File: config.mk
export PLATFORM = sky130hd
export DESIGN_NAME = vlsu_axi_addr_gen_flat
export DESIGN_NICKNAME = d
export VERILOG_FILES = /design/src/rtl/vlsu_axi_addr_gen_if.sv /design/src/rtl/vlsu_axi_addr_gen.sv /design/src/flat_wrapper.sv
export SDC_FILE = /design/constraint.sdc
export NUM_CORES = 1
export LEC_CHECK = 0
export BUFFER_PORTS_ARGS = -buffer_cell sky130_fd_sc_hd__buf_2
export CORE_MARGIN = 10
export CORE_UTILIZATION = 43
export CTS_CLUSTER_SIZE = 40
export DETAILED_ROUTE_END_ITERATION = 7
export GPL_TIMING_DRIVEN = 0
export PLACE_DENSITY = 0.78
export SETUP_SLACK_MARGIN = 0.1
export SLEW_MARGIN = 20
export SYNTH_ARGS = -nofsm -noshare
export SYNTH_HDL_FRONTEND = slang
export SYNTH_SLANG_ARGS = --single-unit
File: constraint.sdc
create_clock -name clk_i -period 2.65 [get_ports clk_i]
set_input_delay 0.53 -clock clk_i [delete_from_list [all_inputs] [get_ports clk_i]]
set_output_delay 0.53 -clock clk_i [all_outputs]
set_load 0.005 [all_outputs]
File: src/rtl/vlsu_axi_addr_gen_if.sv
// rtl/vlsu_axi_addr_gen_if.sv - meta beat handshake plus AXI AR/AW address channels
//
// Purpose: bundles the per-transaction meta handshake from the fragmenter and
// the two AXI address channels driven by vlsu_axi_addr_gen.
// Ports (signals):
//   meta_*      : meta beat from the fragmenter (valid/ready + payload)
//   ar_* / aw_* : AXI4 read / write address channels
// Modports:
//   slave  : address generator view (consumes meta, drives AR/AW)
//   master : environment view (drives meta, consumes AR/AW)
interface vlsu_axi_addr_gen_if #(
    parameter int unsigned AddrWidth   = 64,
    parameter int unsigned IdWidth     = 4,
    parameter int unsigned TxnCntWidth = 8
);
    logic                   meta_valid_i;
    logic                   meta_ready_o;
    logic                   meta_is_load_i;
    logic [AddrWidth-1:0]   meta_seg_base_addr_i;
    logic [TxnCntWidth-1:0] meta_txn_cnt_i;
    logic [TxnCntWidth-1:0] meta_txn_num_i;
    logic [13:0]            meta_ltn_i;
    logic [IdWidth-1:0]     meta_req_id_i;

    logic                   ar_valid_o;
    logic                   ar_ready_i;
    logic [AddrWidth-2:0]   ar_addr_o;
    logic [7:0]             ar_len_o;
    logic [2:0]             ar_size_o;
    logic [1:0]             ar_burst_o;
    logic [IdWidth-1:0]     ar_id_o;

    logic                   aw_valid_o;
    logic                   aw_ready_i;
    logic [AddrWidth-2:0]   aw_addr_o;
    logic [7:0]             aw_len_o;
    logic [2:0]             aw_size_o;
    logic [1:0]             aw_burst_o;
    logic [IdWidth-1:0]     aw_id_o;

    modport slave (
        input  meta_valid_i, meta_is_load_i, meta_seg_base_addr_i, meta_txn_cnt_i,
               meta_txn_num_i, meta_ltn_i, meta_req_id_i,
        output meta_ready_o,
        output ar_valid_o, ar_addr_o, ar_len_o, ar_size_o, ar_burst_o, ar_id_o,
        input  ar_ready_i,
        output aw_valid_o, aw_addr_o, aw_len_o, aw_size_o, aw_burst_o, aw_id_o,
        input  aw_ready_i
    );

    modport master (
        output meta_valid_i, meta_is_load_i, meta_seg_base_addr_i, meta_txn_cnt_i,
               meta_txn_num_i, meta_ltn_i, meta_req_id_i,
        input  meta_ready_o,
        input  ar_valid_o, ar_addr_o, ar_len_o, ar_size_o, ar_burst_o, ar_id_o,
        output ar_ready_i,
        input  aw_valid_o, aw_addr_o, aw_len_o, aw_size_o, aw_burst_o, aw_id_o,
        output aw_ready_i
    );
endinterface

File: src/rtl/vlsu_axi_addr_gen.sv
// rtl/vlsu_axi_addr_gen.sv - page-bounded AXI AR/AW request generator with outstanding throttle
//
// Purpose: turns one meta beat (segment base, txn index/count, last-txn nibble
// end) into one AXI4 INCR address request held in a single issue slot, and
// throttles the fragmenter by counting accepted-but-uncompleted transactions.
// Ports:
//   clk_i, rst_ni   : clock, asynchronous active-low reset
//   bus             : meta handshake in, AR/AW channels out (slave modport)
//   r_last_done_i   : read transaction completed (rlast beat accepted)
//   b_done_i        : write transaction completed (B accepted)
//   outstanding_o   : accepted, uncompleted transaction count
//   idle_o          : slot empty and nothing outstanding
module vlsu_axi_addr_gen #(
    parameter int unsigned AddrWidth      = 64,
    parameter int unsigned AxiDataWidth   = 256,
    parameter int unsigned IdWidth        = 4,
    parameter int unsigned TxnCntWidth    = 8,
    parameter int unsigned MaxOutstanding = 8
) (
    input  logic                              clk_i,
    input  logic                              rst_ni,
    vlsu_axi_addr_gen_if.slave                bus,
    input  logic                              r_last_done_i,
    input  logic                              b_done_i,
    output logic [$clog2(MaxOutstanding):0]   outstanding_o,
    output logic                              idle_o
);
    localparam int unsigned W   = AddrWidth + 1;
    localparam int unsigned Bpb = AxiDataWidth / 8;
    localparam int unsigned S   = $clog2(Bpb);
    localparam int unsigned OW  = $clog2(MaxOutstanding) + 1;

    // Issue slot
    logic                  r_valid;
    logic                  r_is_load;
    logic [AddrWidth-2:0]  r_addr;
    logic [7:0]            r_len;
    logic [2:0]            r_size;
    logic [1:0]            r_burst;
    logic [IdWidth-1:0]    r_id;
    logic [OW-1:0]         r_outstanding;

    // Request computation (nibble domain, W bits wide)
    logic [W-1:0]          w_pgn;
    logic [W-1:0]          w_start;
    logic [W-1:0]          w_end;
    logic [W-1:0]          w_sb;
    logic [W-1:0]          w_eb;
    logic [7:0]            w_len;
    logic [AddrWidth-2:0]  w_addr;

    logic                  w_fire;
    logic                  w_accept;
    logic                  w_meta_ready;
    logic [1:0]            w_dec;
    logic [OW:0]           w_sum;
    logic                  w_underflow;
    logic [OW-1:0]         w_out_nxt;

    always_comb begin
        // Page of this transaction: segment page advanced by the txn index.
        w_pgn   = W'(bus.meta_seg_base_addr_i >> 13) + W'(bus.meta_txn_cnt_i);
        w_start = (bus.meta_txn_cnt_i == '0) ? W'(bus.meta_seg_base_addr_i) : (w_pgn << 13);
        w_end   = (bus.meta_txn_cnt_i == bus.meta_txn_num_i) ? ((w_pgn << 13) + W'(bus.meta_ltn_i))
                                                             : ((w_pgn + W'(1)) << 13);
        w_sb    = w_start >> 1;
        // Exclusive end rounded up to a whole byte.
        w_eb    = (w_end + W'(1)) >> 1;
        // beats = ceil(eb/Bpb) - floor(sb/Bpb); one page never exceeds 256 beats.
        w_len   = 8'(((w_eb + W'(Bpb - 1)) >> S) - (w_sb >> S) - W'(1));
        w_addr  = (AddrWidth-1)'(w_sb & ~W'(Bpb - 1));
    end

    always_comb begin
        w_fire       = r_valid & (r_is_load ? bus.ar_ready_i : bus.aw_ready_i);
        // Throttle looks at the registered count only; same-cycle completions
        // free a credit one cycle later.
        w_meta_ready = (~r_valid | w_fire) & (r_outstanding < OW'(MaxOutstanding));
        w_accept     = bus.meta_valid_i & w_meta_ready;

        w_dec        = {1'b0, r_last_done_i} + {1'b0, b_done_i};
        w_sum        = {1'b0, r_outstanding} + {{OW{1'b0}}, w_accept};
        w_underflow  = w_sum < {{(OW-1){1'b0}}, w_dec};
        w_out_nxt    = w_underflow ? '0 : OW'(w_sum - {{(OW-1){1'b0}}, w_dec});
    end

    always_ff @(posedge clk_i or negedge rst_ni) begin
        if (!rst_ni) begin
            r_valid       <= 1'b0;
            r_is_load     <= 1'b0;
            r_addr        <= '0;
            r_len         <= '0;
            r_size        <= '0;
            r_burst       <= '0;
            r_id          <= '0;
            r_outstanding <= '0;
        end else begin
            r_outstanding <= w_out_nxt;
            if (w_accept) begin
                r_valid   <= 1'b1;
                r_is_load <= bus.meta_is_load_i;
                r_addr    <= w_addr;
                r_len     <= w_len;
                r_size    <= 3'(S);
                r_burst   <= 2'b01;
                r_id      <= bus.meta_req_id_i;
            end else if (w_fire) begin
                r_valid   <= 1'b0;
            end
        end
    end

    assign bus.meta_ready_o = w_meta_ready;

    assign bus.ar_valid_o   = r_valid & r_is_load;
    assign bus.ar_addr_o    = r_addr;
    assign bus.ar_len_o     = r_len;
    assign bus.ar_size_o    = r_size;
    assign bus.ar_burst_o   = r_burst;
    assign bus.ar_id_o      = r_id;

    assign bus.aw_valid_o   = r_valid & ~r_is_load;
    assign bus.aw_addr_o    = r_addr;
    assign bus.aw_len_o     = r_len;
    assign bus.aw_size_o    = r_size;
    assign bus.aw_burst_o   = r_burst;
    assign bus.aw_id_o      = r_id;

    assign outstanding_o    = r_outstanding;
    assign idle_o           = ~r_valid & (r_outstanding == '0);

    a_no_underflow: assert property (@(posedge clk_i) disable iff (!rst_ni) !w_underflow);
    a_txn_order:    assert property (@(posedge clk_i) disable iff (!rst_ni)
                                     w_accept |-> (bus.meta_txn_cnt_i <= bus.meta_txn_num_i));
    a_ltn_range:    assert property (@(posedge clk_i) disable iff (!rst_ni)
                                     w_accept |-> ((bus.meta_ltn_i != '0) && (bus.meta_ltn_i <= 14'd8192)));
endmodule

File: src/flat_wrapper.sv
// flat-port wrapper written by rule: the top's interface ports become plain ports
module vlsu_axi_addr_gen_flat 
#(
    parameter int unsigned AddrWidth      = 64,
    parameter int unsigned AxiDataWidth   = 256,
    parameter int unsigned IdWidth        = 4,
    parameter int unsigned TxnCntWidth    = 8,
    parameter int unsigned MaxOutstanding = 8
)
  (clk_i, rst_ni, r_last_done_i, b_done_i, outstanding_o, idle_o, bus_meta_valid_i, bus_meta_is_load_i, bus_meta_seg_base_addr_i, bus_meta_txn_cnt_i, bus_meta_txn_num_i, bus_meta_ltn_i, bus_meta_req_id_i, bus_meta_ready_o, bus_ar_valid_o, bus_ar_addr_o, bus_ar_len_o, bus_ar_size_o, bus_ar_burst_o, bus_ar_id_o, bus_ar_ready_i, bus_aw_valid_o, bus_aw_addr_o, bus_aw_len_o, bus_aw_size_o, bus_aw_burst_o, bus_aw_id_o, bus_aw_ready_i);
  vlsu_axi_addr_gen_if #(.AddrWidth(AddrWidth), .IdWidth(IdWidth), .TxnCntWidth(TxnCntWidth)) bus_i ();
  input  logic clk_i;
  input  logic rst_ni;
  input  logic r_last_done_i;
  input  logic b_done_i;
  output logic [$clog2(MaxOutstanding):0] outstanding_o;
  output logic idle_o;
  input wire logic [$bits(bus_i.meta_valid_i)-1:0] bus_meta_valid_i;
  input wire logic [$bits(bus_i.meta_is_load_i)-1:0] bus_meta_is_load_i;
  input wire logic [$bits(bus_i.meta_seg_base_addr_i)-1:0] bus_meta_seg_base_addr_i;
  input wire logic [$bits(bus_i.meta_txn_cnt_i)-1:0] bus_meta_txn_cnt_i;
  input wire logic [$bits(bus_i.meta_txn_num_i)-1:0] bus_meta_txn_num_i;
  input wire logic [$bits(bus_i.meta_ltn_i)-1:0] bus_meta_ltn_i;
  input wire logic [$bits(bus_i.meta_req_id_i)-1:0] bus_meta_req_id_i;
  output wire logic [$bits(bus_i.meta_ready_o)-1:0] bus_meta_ready_o;
  output wire logic [$bits(bus_i.ar_valid_o)-1:0] bus_ar_valid_o;
  output wire logic [$bits(bus_i.ar_addr_o)-1:0] bus_ar_addr_o;
  output wire logic [$bits(bus_i.ar_len_o)-1:0] bus_ar_len_o;
  output wire logic [$bits(bus_i.ar_size_o)-1:0] bus_ar_size_o;
  output wire logic [$bits(bus_i.ar_burst_o)-1:0] bus_ar_burst_o;
  output wire logic [$bits(bus_i.ar_id_o)-1:0] bus_ar_id_o;
  input wire logic [$bits(bus_i.ar_ready_i)-1:0] bus_ar_ready_i;
  output wire logic [$bits(bus_i.aw_valid_o)-1:0] bus_aw_valid_o;
  output wire logic [$bits(bus_i.aw_addr_o)-1:0] bus_aw_addr_o;
  output wire logic [$bits(bus_i.aw_len_o)-1:0] bus_aw_len_o;
  output wire logic [$bits(bus_i.aw_size_o)-1:0] bus_aw_size_o;
  output wire logic [$bits(bus_i.aw_burst_o)-1:0] bus_aw_burst_o;
  output wire logic [$bits(bus_i.aw_id_o)-1:0] bus_aw_id_o;
  input wire logic [$bits(bus_i.aw_ready_i)-1:0] bus_aw_ready_i;
  assign bus_i.meta_valid_i = bus_meta_valid_i;
  assign bus_i.meta_is_load_i = bus_meta_is_load_i;
  assign bus_i.meta_seg_base_addr_i = bus_meta_seg_base_addr_i;
  assign bus_i.meta_txn_cnt_i = bus_meta_txn_cnt_i;
  assign bus_i.meta_txn_num_i = bus_meta_txn_num_i;
  assign bus_i.meta_ltn_i = bus_meta_ltn_i;
  assign bus_i.meta_req_id_i = bus_meta_req_id_i;
  assign bus_meta_ready_o = bus_i.meta_ready_o;
  assign bus_ar_valid_o = bus_i.ar_valid_o;
  assign bus_ar_addr_o = bus_i.ar_addr_o;
  assign bus_ar_len_o = bus_i.ar_len_o;
  assign bus_ar_size_o = bus_i.ar_size_o;
  assign bus_ar_burst_o = bus_i.ar_burst_o;
  assign bus_ar_id_o = bus_i.ar_id_o;
  assign bus_i.ar_ready_i = bus_ar_ready_i;
  assign bus_aw_valid_o = bus_i.aw_valid_o;
  assign bus_aw_addr_o = bus_i.aw_addr_o;
  assign bus_aw_len_o = bus_i.aw_len_o;
  assign bus_aw_size_o = bus_i.aw_size_o;
  assign bus_aw_burst_o = bus_i.aw_burst_o;
  assign bus_aw_id_o = bus_i.aw_id_o;
  assign bus_i.aw_ready_i = bus_aw_ready_i;
  vlsu_axi_addr_gen #(.AddrWidth(AddrWidth), .AxiDataWidth(AxiDataWidth), .IdWidth(IdWidth), .TxnCntWidth(TxnCntWidth), .MaxOutstanding(MaxOutstanding)) u_core (.clk_i(clk_i), .rst_ni(rst_ni), .bus(bus_i), .r_last_done_i(r_last_done_i), .b_done_i(b_done_i), .outstanding_o(outstanding_o), .idle_o(idle_o));
endmodule
==> results.toml <==
[setup_path]
cp_max_fo = 5
timing.rr.end = "u_core.outstanding_o[3]"
r2r_slack_ps = 230
crit_path_end = "u_core.bus.ar_len_o[6]"
startpoint = "bus_meta_txn_cnt_i[2]"
reg2reg_from = "u_core.r_is_load"
crit_arrival_ps = 4020
crit_type = "in -> reg"
startpoint_type = "input port"
r2r_cells = 12
end_kind = "flip-flop"
crit_required_ps = 2860

[route]
totalWireLength_mm = 19.0
drtIter0Drc = 310
drc_errors = 0
first_pass_iters = 5
vias = 5854
vias_per_cell = 5.00
antenna_left = 0
routedWlPerCell_um = 16.2

[global_routing]
grt_usage_pct = 19.0
grt_pass1_vias = 5664
grt_pass1_wl_mm = 28.6
gr-total-overflow = 0
antenna_found_initial = 0
grt_max_degree = 43

[clocking]
cts_hold_buffers = 0
cts.clk_slew.worst_paths_ps = 60
clk_path_buf_depth = 2
h-tree-depth = 3
cts_buffers = 9
cts.sink_count = 77
worstSkewPairLatency_ps = 340
root_buffer = "clkbuf_16"
cts_tree = "built"

[synthesis]
synth.mux.area_fraction_pct = 0.856
syn-instance-count = 696
synth-edff-count = 0
synth_area_leaders = "dfrtp_1 (33%), buf_4 (11%), nand2_1 (7.4%), xor2_1 (7.2%), o21ai_0 (4.5%)"
syn_area_per_cell_um2 = 8.40
yosys.area_share.simple_pct = 21.9
synth_top_area_share_pct = 33.0
synth_seq_cells = 77
synth_compound_gate_area_share_pct = 12.4
netlist_area_um2 = 5840
synthArstFlopShare_pct = 100
synth_cell_type_count = 61
synthFlopType = "dfrtp_1"
synthXorXnorAreaFrac_pct = 11.2
synth_top_family_by_area = "simple AND/OR/NAND/NOR gates"
yosysWarnings = 0
synth_adder_area_share_pct = 5.52
seq_area_frac_synth_pct = 33.0
synth_top_area_cell = "dfrtp_1"

[cells_and_area]
fin_cells = 1171
nets = 1121
drive_above_1_share_pct = 45.0
layout_commonest_cell = "buf_2"
mostFrequentLayoutCells = "buf_2 (250), nand2_1 (114), buf_4 (107), dfrtp_1 (77), xor2_1 (44)"
diodes = 0
area_growth_pct = 41.6

[floorplanning]
start_util_pct = 44.0
die_h_um = 137
rows = 42
num_io_pins = 274
fp.dieW_um = 137
core_area_um2 = 13300
dieArea_um2 = 18700

[status]
outcome = "complete, but fails checks"
violations = "negative setup slack"

[timing]
hold_viol = 0
setup_viol = 8
rsz0062_at_grt = "yes"
period_needed_ps = 3810
fin_crit_sh_pct = 144
tns_ps = -6810
timing.final.ws_setup_ps = -1160
worst_pin_slew_ps = 683
clock-skew-final_ps = 7.18
final_max_slew_viol_count = 0
clock.fmax_ghz = 0.263
max-slew-margin-rel_pct = 54.1

[power]
p_leak_uw = 0.00412
p_per_area_nw_per_um2 = 841
peakVddDrop_v = 0.000455

[run]
maxCapViolations = 0

[placed_design]
routabilityCongestion = 0.867
placed_cells = 1138
port_buffers = 252
dp_hpwl_mm = 15.1

[hold_path]
min_path_type = "in -> async"
cells by family after synthesis:
| kind of cell | count (synthesis) |
|---|---|
| fa+ha+maj | 24 |
| flops | 77 |
| simple gates | 257 |
| compound gates | 126 |
| xor+xnor | 74 |
| buf+inv | 132 |
| other cells | 1 |
| mux | 5 |
cells in the mapped netlist, types with 2 or more instances:
master       n
nor4_1      10
xnor2_1     25
or3_1        2
buf_6        2
nor3_1      14
o21bai_1     3
o21a_1       6
mux2i_1      5
a2bb2oi_1    2
and4_1       3
or4_1        4
a21oi_1     19
fa_1         3
xor2_1      48
o21ai_1     22
inv_1       16
a211oi_1     3
clkbuf_1    20
and2_1       5
nand4_2      2
nand4_1     16
nor2_1      25
o21ai_0     53
dfrtp_1     77
a21o_1       5
a31oi_1      2
clkbuf_8     3
buf_4       89
nand2b_1     4
nand3_1     20
ha_1        21
nand4b_1     4
nand2_1    115
nand3b_1     2
and3_1      14
nor2b_1      7
layer usage:
layer  GRT usage [%]  wire, um
met1            22.6      7740
met2            32.6      9450
met3            5.06      1480
met4            5.74       312
met5               0         0
how the worst min path moves through the flow:
stage / endpoint / slack (ps) / depth (start not counted)
6_report: u_core.bus.ar_addr_o[47] / 150 / 1
3_5_place_dp: u_core.bus.ar_id_o[1] / 490 / 2
4_1_cts: u_core.bus.ar_addr_o[47] / 160 / 1
3_3_place_gp: u_core.bus.ar_id_o[3] / 480 / 2
5_1_grt: u_core.bus.ar_addr_o[47] / 190 / 1
2_1_floorplan: u_core.bus.ar_addr_o[10] / 230 / 0
registers in the layout, indices dropped and copies added (netlist names):
name and count:
u_core.bus.ar_addr_o 58, u_core.bus.ar_burst_o 1, u_core.bus.ar_id_o 4, u_core.bus.ar_len_o 8, u_core.outstanding_o 4, u_core.r_is_load 1, u_core.r_valid 1
where the power goes:
group / total [uW] / internal, uW / switching [uW]
clock network: 1400 / 915 / 482
registers: 2170 / 1700 / 471
logic: 3390 / 1850 / 1550
final cells by class:
class,instances,area [um2]
multi-input cells,500,3460
clock inverters,4,97.6
flip-flops and latches,77,1930
clock buffers,11,233
repair buffers,271,1440
fillers,1162,5020
plain buffers,115,816
inverters,17,76.3
well taps,176,220
through the flow:
step	hold slack, ps	cell area, um2	setup slack [ps]	utilization, %	power [uW]
2_1_floorplan	234	5950	-1210	-	3850
3_3_place_gp	479	7430	-1680	55.9	5390
3_5_place_dp	489	7450	-1740	56.1	5480
4_1_cts	162	7960	-1160	59.9	6960
5_1_grt	186	8280	-1340	62.3	7500
6_report	148	8280	-1160	62.3	6960
critical path, stage by stage:
cell and delay (ps):
buf_8 100, xor2_2 160, nor4_2 260, buf_4 170, and3_4 190, ha_4 130
buf_6 110, a31oi_4 70, a221o_2 460, buf_6 150, xnor2_4 120, a21oi_4 220
ha_4 160, inv_2 40, fa_2 390, nor2b_2 120, o21ai_1 80, nand2b_1 100
a21o_1 130, a21oi_2 50, xor2_1 170, o21ai_1 80
timing repair:
item,CTS,global route
setup buffers,13,6
endpoints found under the setup margin,21,37
pin swaps,11,31
resized for setup,23,48
No activity file was read; power rests on OpenSTA's default activity.
